==> src/rtl/record_mode.sv <==
`default_nettype none
// ============================================================================
//  Module      : record_mode
//  Description : Captures live keyboard onsets into a {note, duration} buffer
//                while recording is armed. The read port mirrors the song
//                library: combinational note/duration lookup by note_index,
//                with index 0 always the oldest surviving entry.
//  Ports       : clk, rst            - clock, synchronous active-high reset
//                rec_start, rec_stop - single-cycle record control pulses
//                key_on, key         - live keyboard flag and note code
//                note_index          - read address (0 = oldest)
//                note, duration      - combinational read data (0 if invalid)
//                note_count          - number of valid entries (0..DEPTH)
//                recording, full     - registered status flags
//  Options     : REC_LOOP_EN - when defined, a full buffer keeps recording
//                and overwrites the oldest entry; otherwise the commit that
//                fills the buffer ends the recording.
//  Revision    : 1.0 - initial release
// ============================================================================
module record_mode #(
    parameter int DEPTH  = 24,
    parameter int NOTE_W = 4,
    parameter int DUR_W  = 26
) (
    input  logic              clk,
    input  logic              rst,
    input  logic              rec_start,
    input  logic              rec_stop,
    input  logic              key_on,
    input  logic [NOTE_W-1:0] key,
    input  logic [4:0]        note_index,
    output logic [NOTE_W-1:0] note,
    output logic [DUR_W-1:0]  duration,
    output logic [4:0]        note_count,
    output logic              recording,
    output logic              full
);

    localparam int              ENTRY_W   = NOTE_W + DUR_W;
    localparam logic [4:0]      c_depth   = 5'(DEPTH);
    localparam logic [4:0]      c_last    = 5'(DEPTH - 1);
    localparam logic [DUR_W-1:0] c_dur_max = '1;

`ifdef REC_LOOP_EN
    localparam bit c_loop = 1'b1;
`else
    localparam bit c_loop = 1'b0;
`endif

    typedef enum logic [1:0] {
        S_IDLE  = 2'd0,
        S_ARMED = 2'd1,
        S_NOTE  = 2'd2
    } state_t;

    state_t              r_state;
    state_t              w_next_state;
    logic                r_prev_key_on;
    logic [NOTE_W-1:0]   r_note;
    logic [DUR_W-1:0]    r_dur_cnt;
    logic [4:0]          r_wr_ptr;
    logic [4:0]          r_count;
    logic                r_recording;
    logic                r_full;
    logic [ENTRY_W-1:0]  r_mem [DEPTH];

    logic                w_onset;
    logic                w_commit;
    logic                w_latch;
    logic                w_clear;
    logic [4:0]          w_next_count;
    logic [4:0]          w_next_ptr;

    // Rising edge of key_on with a real note; code 0 is a rest and ignored.
    assign w_onset = key_on & ~r_prev_key_on & (key != '0);

    always_comb begin
        w_next_state = r_state;
        w_commit     = 1'b0;
        w_latch      = 1'b0;
        w_clear      = 1'b0;
        case (r_state)
            S_IDLE: begin
                // rec_stop dominates a simultaneous rec_start.
                if (!rec_stop && rec_start) begin
                    w_next_state = S_ARMED;
                    w_clear      = 1'b1;
                end
            end
            S_ARMED: begin
                if (rec_stop) begin
                    w_next_state = S_IDLE;
                end else if (rec_start) begin
                    w_clear = 1'b1;
                end else if (w_onset) begin
                    w_next_state = S_NOTE;
                    w_latch      = 1'b1;
                end
            end
            S_NOTE: begin
                if (rec_stop) begin
                    // An onset on the same edge is dropped.
                    w_commit     = 1'b1;
                    w_next_state = S_IDLE;
                end else if (rec_start) begin
                    // Open entry is abandoned, not committed.
                    w_next_state = S_ARMED;
                    w_clear      = 1'b1;
                end else if (w_onset) begin
                    w_commit = 1'b1;
                    w_latch  = 1'b1;
                end
            end
            default: begin
                w_next_state = S_IDLE;
            end
        endcase

        // Without looping, the commit that fills the buffer ends recording
        // and any note latched on that edge is thrown away.
        if (!c_loop && w_commit && (r_count == c_last)) begin
            w_next_state = S_IDLE;
            w_latch      = 1'b0;
        end
    end

    always_comb begin
        w_next_count = r_count;
        w_next_ptr   = r_wr_ptr;
        if (w_clear) begin
            w_next_count = '0;
            w_next_ptr   = '0;
        end else if (w_commit) begin
            w_next_ptr = (r_wr_ptr == c_last) ? 5'd0 : r_wr_ptr + 5'd1;
            if (r_count != c_depth) begin
                w_next_count = r_count + 5'd1;
            end
        end
    end

    always_ff @(posedge clk) begin
        if (rst) begin
            r_state       <= S_IDLE;
            r_prev_key_on <= 1'b0;
            r_dur_cnt     <= '0;
            r_wr_ptr      <= '0;
            r_count       <= '0;
            r_recording   <= 1'b0;
            r_full        <= 1'b0;
        end else begin
            r_state       <= w_next_state;
            r_prev_key_on <= key_on;
            r_wr_ptr      <= w_next_ptr;
            r_count       <= w_next_count;
            r_recording   <= (w_next_state != S_IDLE);
            r_full        <= (w_next_count == c_depth);
            if (w_clear || (w_next_state == S_IDLE)) begin
                r_dur_cnt <= '0;
            end else if (w_latch) begin
                r_dur_cnt <= {{(DUR_W-1){1'b0}}, 1'b1};
            end else if ((r_state == S_NOTE) && (r_dur_cnt != c_dur_max)) begin
                r_dur_cnt <= r_dur_cnt + 1'b1;
            end
        end
    end

    // Storage carries no reset; note_count gates visibility instead.
    always_ff @(posedge clk) begin
        if (!rst && w_latch) begin
            r_note <= key;
        end
        if (!rst && w_commit) begin
            r_mem[r_wr_ptr] <= {r_note, r_dur_cnt};
        end
    end

    // Read port. Once full, wr_ptr points at the oldest entry, so it becomes
    // the base; before that the oldest entry is at address 0.
    logic [4:0]         w_base;
    logic [4:0]         w_room;
    logic [4:0]         w_phys;
    logic               w_valid;
    logic [ENTRY_W-1:0] w_entry;

    assign w_base  = r_full ? r_wr_ptr : 5'd0;
    assign w_room  = c_depth - w_base;
    assign w_phys  = (note_index >= w_room) ? (note_index - w_room)
                                            : (note_index + w_base);
    assign w_valid = (note_index < r_count);
    assign w_entry = r_mem[w_phys];

    assign note       = w_valid ? w_entry[ENTRY_W-1:DUR_W] : '0;
    assign duration   = w_valid ? w_entry[DUR_W-1:0]       : '0;
    assign note_count = r_count;
    assign recording  = r_recording;
    assign full       = r_full;

endmodule
`default_nettype wire

==> config.mk <==
export PLATFORM = sky130hd
export DESIGN_NAME = record_mode
export DESIGN_NICKNAME = d
export VERILOG_FILES = /design/src/rtl/record_mode.sv
export SDC_FILE = /design/constraint.sdc
export NUM_CORES = 1
export LEC_CHECK = 0
export CORE_UTILIZATION = 30
export DETAILED_ROUTE_END_ITERATION = 8
export GPL_TIMING_DRIVEN = 0
export PLACE_DENSITY = 0.54
export SYNTH_ARGS = -nofsm -noshare
export SYNTH_HDL_FRONTEND = slang
export SYNTH_SLANG_ARGS = --single-unit
export TNS_END_PERCENT = 5
==> constraint.sdc <==
create_clock -name clk -period 7.85 [get_ports clk]
set_input_delay 1.57 -clock clk [delete_from_list [all_inputs] [get_ports clk]]
set_output_delay 1.57 -clock clk [all_outputs]
set_load 0.02 [all_outputs]
Word-level counts from Yosys, hierarchy flattened
Memory sizes are Yosys's and may differ from the RTL's.
Cells that the tools add are included.
Word-level totals
  memories kept: 1
  input port bits: 14
  logic and storage cells: 76
  memory bits (writable): 720
  bits in registers: 45
  output and inout bits: 37
Memories
  r_mem: depth 24, width 30, rd ports 1, clocked after memory_dff 0, wr ports 1, RTL line 65  | logic [ENTRY_W-1:0] r_mem [DEPTH];
Cells by class
  multiplexer cells: 31
  reduce and logical (&&, ||, !) cells: 17
  $add $sub $neg: 6
  bitwise operators: 3
  order comparisons: 2
  eq/ne operators: 7
Operators with widths (number)
  $mux W5: 6
  $add A26 B1 Y26 const B: 1
  $mux W26: 1
  $ne A26 B26 Y1 const B: 1
  $eq A5 B5 Y1 const B: 3
  $mux W1: 14
  $mux W2: 7
  $add A5 B1 Y5 const B: 2
  $pmux W2 S3: 1
  $reduce_or A2 Y1: 3
  $add A5 B5 Y5: 1
  $ge A5 B5 Y1: 1
  $logic_and A1 B1 Y1: 5
  $lt A5 B5 Y1: 1
  $ne A5 B5 Y1 const B: 1
  $sub A5 B5 Y5: 1
  $sub A5 B5 Y5 const A: 1
  $logic_not A2 Y1: 2
  $mux W4: 1
  $reduce_bool A2 Y1: 2
  $reduce_bool A4 Y1: 1
  $reduce_or A3 Y1: 1
  $and A1 B1 Y1: 2
  $eq A2 B1 Y1 const B: 1
  other kinds (5): 6

Depth between registers and ports, before layout
  depth in word-level cells: 12
  mapped depth: 19
  gate-level depth less buffers: 15

Worst setup path before layout
Ideal clock, no wire load.
  path type: input port to output port
  start: input note_index[2]
  end: output duration[21]
  arrival time: 4.092 ns
  data required time: 6.280 ns
  path slack: 2.188 ns
  buffers on the path: 2
  stages: 10
  cell sequence: ha_1 a311o_1 or3_1 buf_2 nand2_1 mux2i_1 nor2_1 clkbuf_1 a221o_1 a211oi_2
Between the ends
  word-level cells in the longest chain between the ends: 4
  elaborated cells between the ends (all ways): 7
  those cells by class: 2 x add/sub; 2 x order compare; 2 x mux; 1 x memory
RTL lines
  start, declared: RTL line 31  | input logic [4:0] note_index,
  $add A5 B5 Y5 (tied with other cells): RTL line 188  | : (note_index + w_base);
  $mux W5: RTL line 187  | assign w_phys = (note_index >= w_room) ? (note_index - w_room)
  $mem_v2 Z24 W30
  $mux W26 *: RTL line 193  | assign duration = w_valid ? w_entry[DUR_W-1:0] : '0;
  end, declared: RTL line 33  | output logic [DUR_W-1:0] duration,
Mark *: on every way between the ends. The rest lies on a longest branch, timed or not.

Worst setup path in the final report
  start: input note_index[1]
  end: output duration[3]
The elaborated chain is that of the path after synthesis.

==> results.md <==
* Share of cells above drive strength 1 at 16.2%
* TritonCTS clock tree: done
* Crit Path Max Fanout at 10
* Cells after Synth at 2045
* Status: complete, but fails checks
* Starting density of the core at 30.3%
* WHS at 0.562 ns
* GR Overflow Total at 0
* Largest net degree at the start of global routing at 30
* Die Height at 328 um
* Port Buf Inserts at 50
* Total wire length at 88.9 mm
* DP HPWL at 60.6 mm
* Req. time, crit path at 6.28 ns
* FFs w/ async S/R, synth at 0%
* Vias in the first global route at 18400
* CP Class: primary input to primary output
* Initial DRT Pass Iterations at 7
* PwrDens at 230 mW/mm2
* CTS Root Buffer Type: clkbuf_16
* Wire per inst at 24.3 um
* Synth area leaders: edfxtp_1 (68%), mux2i_1 (7.6%), mux2_2 (3.2%), dfxtp_1 (2.6%), a211oi_1 (1.4%)
* CTS Hold Bufs at 0
* Clock skew at 0.0245 ns
* Antenna diode count at 0
* Placer Congestion at 0.844
* Post-synth EDFFs at 724
* Final setup fails at 0
* Final Max Tran Viols at 0
* Fin crit share at 99.7%
* Hold WC Path Type: flip-flop to flip-flop
* DIE WIDTH at 328 um
* Clk_lat worst skew at 0.62 ns
* IO Pins at 51
* CP delay by family, top: buffers and inverters
* Yosys reg bits at 765
* Overall global routing resource usage at 16.3%
* FP Rows at 119
* Min Clock Period, post-route at 7.83 ns
* Crit path cell chain: clkdlybuf4s50_1 -> ha_1 -> a311o_1 -> or3_1 -> buf_2 -> nand2_1 -> mux2i_1 -> or3b_2 -> clkbuf_1 -> a31oi_1 -> a211oi_2 -> clkdlybuf4s50_1
* Antenna viol nets, final at 0
* CTS buffer count at 77
* Die ar. at 0.108 mm2
* Arrival @ worst endpoint at 6.26 ns
* RSZ-0062 raised after global routing: yes
* CP bufs+invs at 4
* Slowest cell delay on critical path at 0.66 ns
* Failing checks: DRC
* Final number of hold-violating endpoints at 0
* Grt met3 use at 1.98%
* Worst vdd ir at 0.150 mV
* DR vias at 18300
* Max Cap Viol at 0
* Area delta synth->final at 17.0%
* Nets at 2240
* Setup_tns at 0 ns
* # DRC at 2
* Mean post-synth cell area at 15.6 um2
* Worst-Margin Slew at 1.25 ns
* 1st-iter DRT viols at 1697
* Mapped Area at 0.0319 mm2
* Synth Flop Type: edfxtp_1
* Met1 GRT Util at 21.4%
* Synth Net Count at 2087
* Cell variety after synth at 65
* Yosys top cell area share at 68.1%
* DR vias/cell at 5.01
* Crit-path most repeated cell: clkdlybuf4s50_1
* Initial antenna violation count at 2
* Worst-path clk slew at 0.06 ns
* CP Capture Type: primary output
* Yosys Warn Count at 0
* Core box area at 0.105 mm2
* Lkg Pwr at 0.0132 uW
* Crit path launch type: primary input
* Slew headroom at 16.7%
* Seq/Total Area, Yosys at 70.7%
* Met2 usage at 27.7%
* Peak Freq at 128 MHz
* Global route hottest layer: met2
* CTS Sinks at 765
* Wire length of the first global-routing pass at 127 mm
* Clock Tree Buf Depth at 3
* Worst path slowest cell: clkdlybuf4s50_1
* Cell taking the most area after synthesis: edfxtp_1
* H-tree Lvls at 3
[cell usage after synthesis, drive strengths merged, types with 20 or more instances]
master	n
edfxtp	724
mux2i	243
nand2	118
o21ai	95
a211oi	91
mux2	90
clkbuf	78
a21oi	76
nor2	75
nand3	72
buf	51
dfxtp	41
nor2b	35
a221o	30
a221oi	30
a31oi	30
ha	26
xor2	20
[logic make-up after synthesis]
kind of cell	share of synthesized area, %
AOI/OAI and AO/OA	8.25
and+or+nand+nor	5.96
xor gates and xnor gates	0.988
buffers and inverters	2.18
adders and majority gates	1.14
muxes	10.8
DFF	70.7
[power breakdown]
part / switching (uW) / internal [uW]
clock network: 1540 / 2100
registers: 1.91 / 4400
logic: 370 / 179
[through the flow]
| step | utilization (%) | power, uW | cell area, um2 | worst slack, ns | cells |
|---|---|---|---|---|---|
| 3_5_place_dp | 33.0 | 5040 | 34800 | 0.00465 | 3510 |
| 3_3_place_gp | 32.4 | 5030 | 34200 | -0.284 | 3486 |
| 2_1_floorplan | - | 4810 | 31900 | 2.19 | 2045 |
| 6_report | 35.4 | 8590 | 37300 | 0.0208 | 3653 |
| 5_1_grt | 35.4 | 8830 | 37300 | -0.0867 | 3653 |
| 4_1_cts | 35.4 | 8650 | 37300 | 0.0130 | 3653 |
[worst reg2reg max path: cells and delay by family (launching register included)]
| family | cells | cell delay, ns |
|---|---|---|
| and+or+nand+nor | 6 | 1.85 |
| DFF | 1 | 1.10 |
| xor gates and xnor gates | 1 | 0.25 |
[per-layer routing]
layer,up-vias,share of wire [%]
li1,8284,-
met1,9359,43
met2,522,49
met3,122,4.6
met4,0,2.9
met5,-,0
[registers in the layout, indices dropped and copies added, names as in the netlist]
signal,flops
r_note,4
r_dur_cnt,26
note_count,5
r_state,2
full,1
recording,1
r_wr_ptr,5
r_mem,720
r_prev_key_on,1
[repair_timing]
item,4_1_cts,5_1_grt
buffers inserted,0,0
cloned,0,0
resized for setup,1,5
pin swaps,0,0
endpoints found under the setup margin,1,6
[path summary, 6_finish.rpt]
path,startpoint,to,slack [ns],depth (start not counted)
max,note_index[1],duration[3],0.02,12
max reg2reg,r_dur_cnt[9],r_dur_cnt[25],4.58,7
min reg2reg,r_wr_ptr[1],r_wr_ptr[1],0.56,2
min,r_wr_ptr[1],r_wr_ptr[1],0.56,2
[cell usage in the layout, fill, tap and decap left out, drive strengths merged, types with 35 or more instances in the layout]
cell	netlist	layout
edfxtp	724	724
nand3	72	72
a211oi	91	91
clkinv	0	39
buf	51	74
o21ai	95	95
a21oi	76	76
clkdlybuf4s50	0	50
mux2i	243	243
mux2	90	90
dfxtp	41	41
nor2	75	75
nand2	118	118
nor2b	35	35
clkbuf	78	170
[cell type report]
type,count,area (um2)
Tap cell,1391,1740
Multi-Input combinational cell,1132,8850
Sequential cell,765,22600
Inverter,19,71.3
Buffer,129,633
Clock buffer,92,2090
Fill cell,10100,68100
Timing Repair Buffer,74,981
Clock inverter,51,418
Note: power is estimated with default switching activity, not from simulation.
